## config.mk

```make
export PLATFORM = sky130hd
export DESIGN_NAME = led_seq_ctrl
export DESIGN_NICKNAME = d
export VERILOG_FILES = /design/src/rtl/led_seq_ctrl.sv
export SDC_FILE = /design/constraint.sdc
export NUM_CORES = 1
export LEC_CHECK = 0
export BUFFER_PORTS_ARGS = -buffer_cell sky130_fd_sc_hd__buf_2
export CORE_ASPECT_RATIO = 0.7
export CORE_MARGIN = 1.5
export CORE_UTILIZATION = 55
export DETAILED_ROUTE_END_ITERATION = 12
export GPL_ROUTABILITY_DRIVEN = 0
export GPL_TIMING_DRIVEN = 1
export PLACE_DENSITY_LB_ADDON = 0.3
export SYNTH_ARGS = -nofsm -noshare
export SYNTH_HDL_FRONTEND = slang
export SYNTH_SLANG_ARGS = --single-unit
```

## constraint.sdc

```tcl
create_clock -name clk_in -period 2.5 [get_ports clk_in]
set_clock_uncertainty 0.1 [all_clocks]
set_input_delay 0 -clock clk_in [delete_from_list [all_inputs] [get_ports clk_in]]
set_output_delay 0 -clock clk_in [all_outputs]
set_load 0.005 [all_outputs]
```

## src/rtl/led_seq_ctrl.sv

```systemverilog
// Four-LED pattern sequencer: prescaled step tick driving all-blink, chase, bounce or count.
// Optional macro LED_PWM_EN adds a brightness_in port and a 16-level PWM mask on the LEDs.
module led_seq_ctrl #(
  parameter int unsigned TICK_DIV = 10000000,
  parameter int unsigned CNT_W    = 24
) (
  input  logic       clk_in,
  input  logic       rst_in,
  input  logic [1:0] mode_in,
  input  logic       mode_load_in,
  input  logic       run_in,
`ifdef LED_PWM_EN
  input  logic [3:0] brightness_in,
`endif
  output logic       led_1,
  output logic       led_2,
  output logic       led_3,
  output logic       led_4,
  output logic       tick_out,
  output logic       busy_out
);

  typedef enum logic [1:0] {StIdle, StRun, StPause} state_e;

  localparam logic [1:0] ModeBlink  = 2'd0;
  localparam logic [1:0] ModeChase  = 2'd1;
  localparam logic [1:0] ModeBounce = 2'd2;
  localparam logic [1:0] ModeCount  = 2'd3;

  localparam logic [CNT_W-1:0] PrescLast = CNT_W'(TICK_DIV - 1);

  state_e           state_q;
  logic [1:0]       mode_q;
  logic [3:0]       step_q;
  logic [CNT_W-1:0] presc_q;

  logic       tick;
  logic [3:0] step_next;
  logic [3:0] pattern;
  logic [3:0] led_vec;

  assign tick = (state_q == StRun) && (presc_q == PrescLast);

  always_comb begin
    step_next = 4'd0;
    unique case (mode_q)
      ModeBlink:  step_next = (step_q == 4'd0) ? 4'd1 : 4'd0;
      ModeChase:  step_next = (step_q >= 4'd3) ? 4'd0 : step_q + 4'd1;
      ModeBounce: step_next = (step_q >= 4'd5) ? 4'd0 : step_q + 4'd1;
      ModeCount:  step_next = step_q + 4'd1;
      default:    step_next = 4'd0;
    endcase
  end

  always_ff @(posedge clk_in) begin
    if (rst_in) begin
      state_q <= StIdle;
      mode_q  <= 2'd0;
      step_q  <= 4'd0;
      presc_q <= '0;
    end else if (mode_load_in) begin
      // A load wins over a coincident tick and over run_in.
      mode_q  <= mode_in;
      state_q <= StIdle;
      step_q  <= 4'd0;
      presc_q <= '0;
    end else begin
      case (state_q)
        StIdle: begin
          if (run_in) state_q <= StRun;
        end
        StRun: begin
          if (!run_in) state_q <= StPause;
          if (tick) begin
            presc_q <= '0;
            step_q  <= step_next;
          end else begin
            presc_q <= presc_q + 1'b1;
          end
        end
        StPause: begin
          if (run_in) state_q <= StRun;
        end
        default: state_q <= StIdle;
      endcase
    end
  end

  always_comb begin
    pattern = 4'b0000;
    unique case (mode_q)
      ModeBlink:  pattern = (step_q == 4'd1) ? 4'b1111 : 4'b0000;
      ModeChase:  pattern = 4'b0001 << step_q[1:0];
      ModeBounce: begin
        case (step_q)
          4'd0:    pattern = 4'b0001;
          4'd1:    pattern = 4'b0010;
          4'd2:    pattern = 4'b0100;
          4'd3:    pattern = 4'b1000;
          4'd4:    pattern = 4'b0100;
          4'd5:    pattern = 4'b0010;
          default: pattern = 4'b0000;
        endcase
      end
      ModeCount:  pattern = step_q;
      default:    pattern = 4'b0000;
    endcase
  end

`ifdef LED_PWM_EN
  logic [3:0] pwm_cnt;
  logic       pwm_on;

  always_ff @(posedge clk_in) begin
    if (rst_in) begin
      pwm_cnt <= 4'd0;
    end else begin
      pwm_cnt <= pwm_cnt + 4'd1;
    end
  end

  assign pwm_on  = (pwm_cnt < brightness_in);
  assign led_vec = (state_q == StIdle) ? 4'b0000 : (pattern & {4{pwm_on}});
`else
  assign led_vec = (state_q == StIdle) ? 4'b0000 : pattern;
`endif

  assign led_1    = led_vec[0];
  assign led_2    = led_vec[1];
  assign led_3    = led_vec[2];
  assign led_4    = led_vec[3];
  assign tick_out = tick;
  assign busy_out = (state_q != StIdle);

endmodule

```

Yosys cells after proc, flatten, opt, wreduce, memory -nomap -nowiden
Index checks and enable logic that the tools add are counted.

operators by class
  add/sub/neg operators = 2
  $lt $le $gt $ge = 2
  equal/unequal tests = 13
  shifts and indexed selects = 1
  mux-type cells = 12
  reduce and logical (&&, ||, !) cells = 11

operators with widths
  operator               number
  $pmux 4 s4             3
  $add 24x1->24 const B  1
  $eq 24x24->1 const B   1
  $mux 24                1
  $mux 4                 4
  $eq 4x2->1 const B     2
  $eq 4x3->1 const B     2
  $reduce_or 2->1        4
  $eq 2x2->1 const B     3
  $add 4x1->4 const B    1
  $eq 2x1->1 const B     2
  $eq 4x1->1 const B     1
  $ge 4x2->1 const B     1
  $ge 4x3->1 const B     1
  $logic_not 2->1        2
  $logic_not 4->1        1
  $mux 2                 2
  $pmux 2 s2             1
  $reduce_and 2->1       2
  $shl 1x2->4 const A    1
  $ne 2x1->1 const B     1
  $ne 2x2->1 const B     1
  $reduce_bool 2->1      1
  $logic_and 1x1->1      1
  $mux 1                 1

storage, ports and cells
  bits in registers = 32
  input port bits = 6
  output and inout bits = 6
  logic and storage cells = 45

Longest topological paths before layout
  depth after elaboration = 5
  depth in mapped cells = 8

Least setup slack after synthesis
Ideal clock, no wire load.

  path kind = register to register
  start = register presc_q[19]
  end = register step_q[0]
  library setup time = 0.121 ns
  arrival time = 1.562 ns
  data required time = 2.279 ns
  slack = 0.717 ns
  stages on the path, launching flop included = 7
  buffers on the path = 1
  cells stage by stage = dfxtp_1 -> nand2_1 -> or4_4 -> or3_1 -> buf_6 -> nor3_4 -> a211oi_2

on the way
  word-level cells in the longest chain between the ends = 3

ends and longest elaborated chain
  what                               RTL line  text
  start, declared                    35        logic [CNT_W-1:0] presc_q;
  start signal, assigned             78        presc_q <= presc_q + 1'b1;
  $eq 24x24->1                       42        assign tick = (state_q == StRun) && (presc_q == PrescLast);
  $logic_and 1x1->1                  42
  $reduce_and 2->1 (no source line)  n/a
  end signal, assigned               76        step_q <= step_next;
  end, declared                      34        logic [3:0] step_q;

Every way passes these cells.
A chain may end at the register's enable or synchronous reset.

Worst setup path in the final report
  start = register presc_q[0]
  end = register step_q[2]

Same word-level chain as after synthesis.

==> impl_summary.txt <==
----------------------------------------------------
[STA]
  Final slew viol count ... 0
  Unrepaired setup endpoints after global routing ... no
  Total Neg Setup Slack ... 0 ns
  Worst-case setup margin in the final layout ... 0.528 ns
  Final critical path time including I/O delays and setup ... 1.97 ns
  Relative slew slack ... 63.5%
  Count of final hold-check violations ... 0
  Total of endpoints with negative setup slack in the final report ... 0
  Max Fclk ... 507 MHz
  Final Cycle Share ... 78.9%
  Slew at the pin with the worst max-slew slack ... 0.543 ns

[Synth]
  Post-synth EDFFs ... 0
  XOR/XNOR share of the synthesized area ... 11.4%
  Syn Inst Count ... 209
  Library cell occupying the most area in the post-synthesis netlist ... sky130_fd_sc_hd__dfxtp_1
  Adder-cell share of the synthesized area ... 3.55%
  Dominant combinational cell family by area after synthesis ... simple AND/OR/NAND/NOR gates
  Area share of the leading cell type in the synthesized netlist ... 36.4%
  Library cells used by synthesis ... 41
  Register area share after synthesis ... 36.4%
  Number of synthesized register bits ... 32
  Share of synthesized area spent on multiplexers ... 1.14%
  Commonest cells post-synth ... sky130_fd_sc_hd__nor2_1, sky130_fd_sc_hd__dfxtp_1, sky130_fd_sc_hd__nand2_1
  Most used standard cell by instance count after synthesis ... sky130_fd_sc_hd__nor2_1
  Post-synthesis async set-or-reset flop share ... 0%
  Area of the mapped netlist ... 1760 µm²
  Cell types occupying the most area after synthesis ... sky130_fd_sc_hd__dfxtp_1, sky130_fd_sc_hd__nor2_1, sky130_fd_sc_hd__xnor2_1
  Most used flip-flop cell after synthesis ... sky130_fd_sc_hd__dfxtp_1
  Compound-cell area share of the yosys netlist ... 8.81%
  Synthesized area per cell ... 8.42 µm²
  Share of synthesized cell area in and, or, nand and nor gates ... 32.9%
  Synthesis Warnings ... 0
  Syn nets ... 220

[Global route]
  Vias in the first global route ... 1,451
  Wire length of the first global-routing pass ... 6080 µm
  Total grt overflow ... 0
  Largest net degree at the start of global routing ... 21
  Overall fraction of global-route tracks in use ... 21.9%
  Initial antenna violation count ... 0

[Die]
  DIE WIDTH ... 70.6 µm
  Floorplan Core Area ... 2920 µm²
  Die area ... 3550 µm²
  Starting density of the core ... 60.2%
  I/O pin count ... 12
  Core Rows ... 16
  Die height ... 50.3 µm

[Cells and area]
  Count of placed standard cells in the final layout, fillers left out ... 260
  Fillers ... 238
  Proportion of layout cells with a drive suffix above 1 ... 12.5%
  Area of all placed cells without fillers ... 1940 µm²
  Sequential cell area in the final layout ... 641 µm²
  Total area of multi-input combinational cells ... 1020 µm²
  Utilization of the core after routing ... 66.5%
  Number of nets at the end of the flow ... 234
  Number of inserted diodes ... 0
  Area delta synth->final ... 10.4%

[Clock tree]
  Number of buffers on the longest clock path ... 2
  Number of levels in the clock H-tree ... 2
  Count of clock tree sinks ... 32
  Clock-pin slew on the worst setup and hold paths ... 0.07 ns
  Clock Latency Late Sink ... 0.28 ns
  Clock tree from TritonCTS ... yes
  Clock tree root driver cell ... sky130_fd_sc_hd__clkbuf_8
  Number of buffers added by the clock tree synthesis step ... 5

[Route]
  Number of detailed-route iterations in the first pass ... 4
  Routed vias/inst ... 5.61
  Number of design rule violations left after detail routing ... 0
  Total via count in the routed design ... 1,459
  Final Routed Wirelength ... 3550 µm
  Number of nets with antenna violations after routing ... 0
  Number of violations reported at the end of detailed-routing iteration 0 ... 159
  Average detailed-routed wire length per instance ... 13.7 µm

[Hold path]
  Cell depth of the worst hold path ... 3
  Min-Delay Endpoint ... step_q[0]
  Start point of the worst min-delay path ... mode_load_in
  Kind of path behind the tightest hold check ... in -> reg

[Run]
  Max-Cap Viols ... 0

[Worst setup path]
  Worst Reg-to-Reg Cells ... 6
  Reg2Reg Capture Point ... step_q[2]
  Critical register-to-register path startpoint ... presc_q[0]
  Setup slack on the worst flop-to-flop path ... 0.53 ns
  Data required time of the critical path ... 2.61 ns
  Category of the most critical setup path ... reg -> reg
  Crit path max fanout ... 6
  Worst setup EP type ... flip-flop
  Startpoint type of the worst setup path ... flip-flop
  CP Data Arrival Time ... 2.09 ns

[Place]
  Half-perimeter wire length of the detailed placement result ... 2510 µm
  Area after DPL ... 1790 µm²
  Cell Count Post-Placement ... 247
  Minimum setup slack after placement ... 0.552 ns
  Number of port buffers ... 11

[Run status]
  Result of the run ... completed

[Power and ir drop]
  Worst supply voltage drop on vdd ... 396 µV
  Leakage power ... 0.696 nW
  Power density over cell area ... 542 nW/µm²

----------------------------------------------------
## sequential cells by signal (all words and copies together) (netlist names)
register / flops
mode_q: 2
step_q: 4
presc_q: 24
state_q: 2
## per-layer routing
layer	vias up	global-route usage, %	routed length [µm]
li1	754	-	-
met1	650	27.2	1690
met2	48	36.5	1600
met3	7	6.22	208
met4	0	8.81	51
met5	-	0	0
## critical path, stage by stage, from the launching register on
cell and delay, ns:
sky130_fd_sc_hd__dfxtp_1 0.37, sky130_fd_sc_hd__ha_1 0.17, sky130_fd_sc_hd__and4b_1 0.32, sky130_fd_sc_hd__nand2_1 0.12
sky130_fd_sc_hd__nor3_1 0.48, sky130_fd_sc_hd__o2111ai_1 0.19, sky130_fd_sc_hd__a21oi_1 0.17
## layout make-up
type | instances | area share, %
clock buffer | 6 | 3.73
clock inverter | 2 | 1.80
inverter | 7 | 1.35
multi-input combinational | 161 | 52.4
sequential | 32 | 33.0
tap | 36 | 2.32
timing repair buffer | 16 | 5.41
## layout by cell type, fill, tap and decap left out, types with 7 or more instances in the layout
master / count
sky130_fd_sc_hd__nor2_1: 33
sky130_fd_sc_hd__dfxtp_1: 32
sky130_fd_sc_hd__nand2_1: 19
sky130_fd_sc_hd__a21oi_1: 13
sky130_fd_sc_hd__nand3_1: 12
sky130_fd_sc_hd__xnor2_1: 12
sky130_fd_sc_hd__xor2_1: 11
sky130_fd_sc_hd__buf_2: 11
sky130_fd_sc_hd__nor3_1: 8
sky130_fd_sc_hd__inv_1: 7
## power by group
group | internal (W) | total (W) | switching [W]
Combinational | 0.0000246 | 0.0000539 | 0.0000293
Clock | 0.000295 | 0.000479 | 0.000184
Sequential | 0.000513 | 0.000519 | 0.00000648
## repair_timing
action / 4_1_cts / 5_1_grt
buffers inserted: 0 / 0
gates resized for setup: 0 / 0
hold buffers: 5 / 0
hold endpoints to repair: 4 / 0
## worst max path at each step
| stage | startpoint | to | slack [ns] | cells after the start |
|---|---|---|---|---|
| after floorplan | presc_q[19] | step_q[0] | 0.72 | 6 |
| after global placement | presc_q[0] | step_q[0] | 0.62 | 6 |
| after detailed placement | presc_q[0] | step_q[0] | 0.55 | 6 |
| after CTS | presc_q[0] | step_q[2] | 0.52 | 6 |
| after global routing | presc_q[0] | step_q[2] | 0.29 | 6 |
| final | presc_q[0] | step_q[2] | 0.53 | 6 |
## cell families after synthesis
family                   Yosys count
AO/OA/AOI/OAI                     25
XOR/XNOR                          23
adder cells (fa/ha/maj)            5
buffers and inverters             16
flip-flops                        32
multiplexers                       2
AND/OR/NAND/NOR                  106
## per-stage QoR
step                total power (W)  hold slack, ns
finish                      0.00105          0.0946
floorplan                  0.000567         -0.0276
global route                0.00109           0.111
detailed placement         0.000577          0.0866
CTS                         0.00106          0.0886
global placement           0.000575          0.0789
Power figures use the tool's default switching activity.
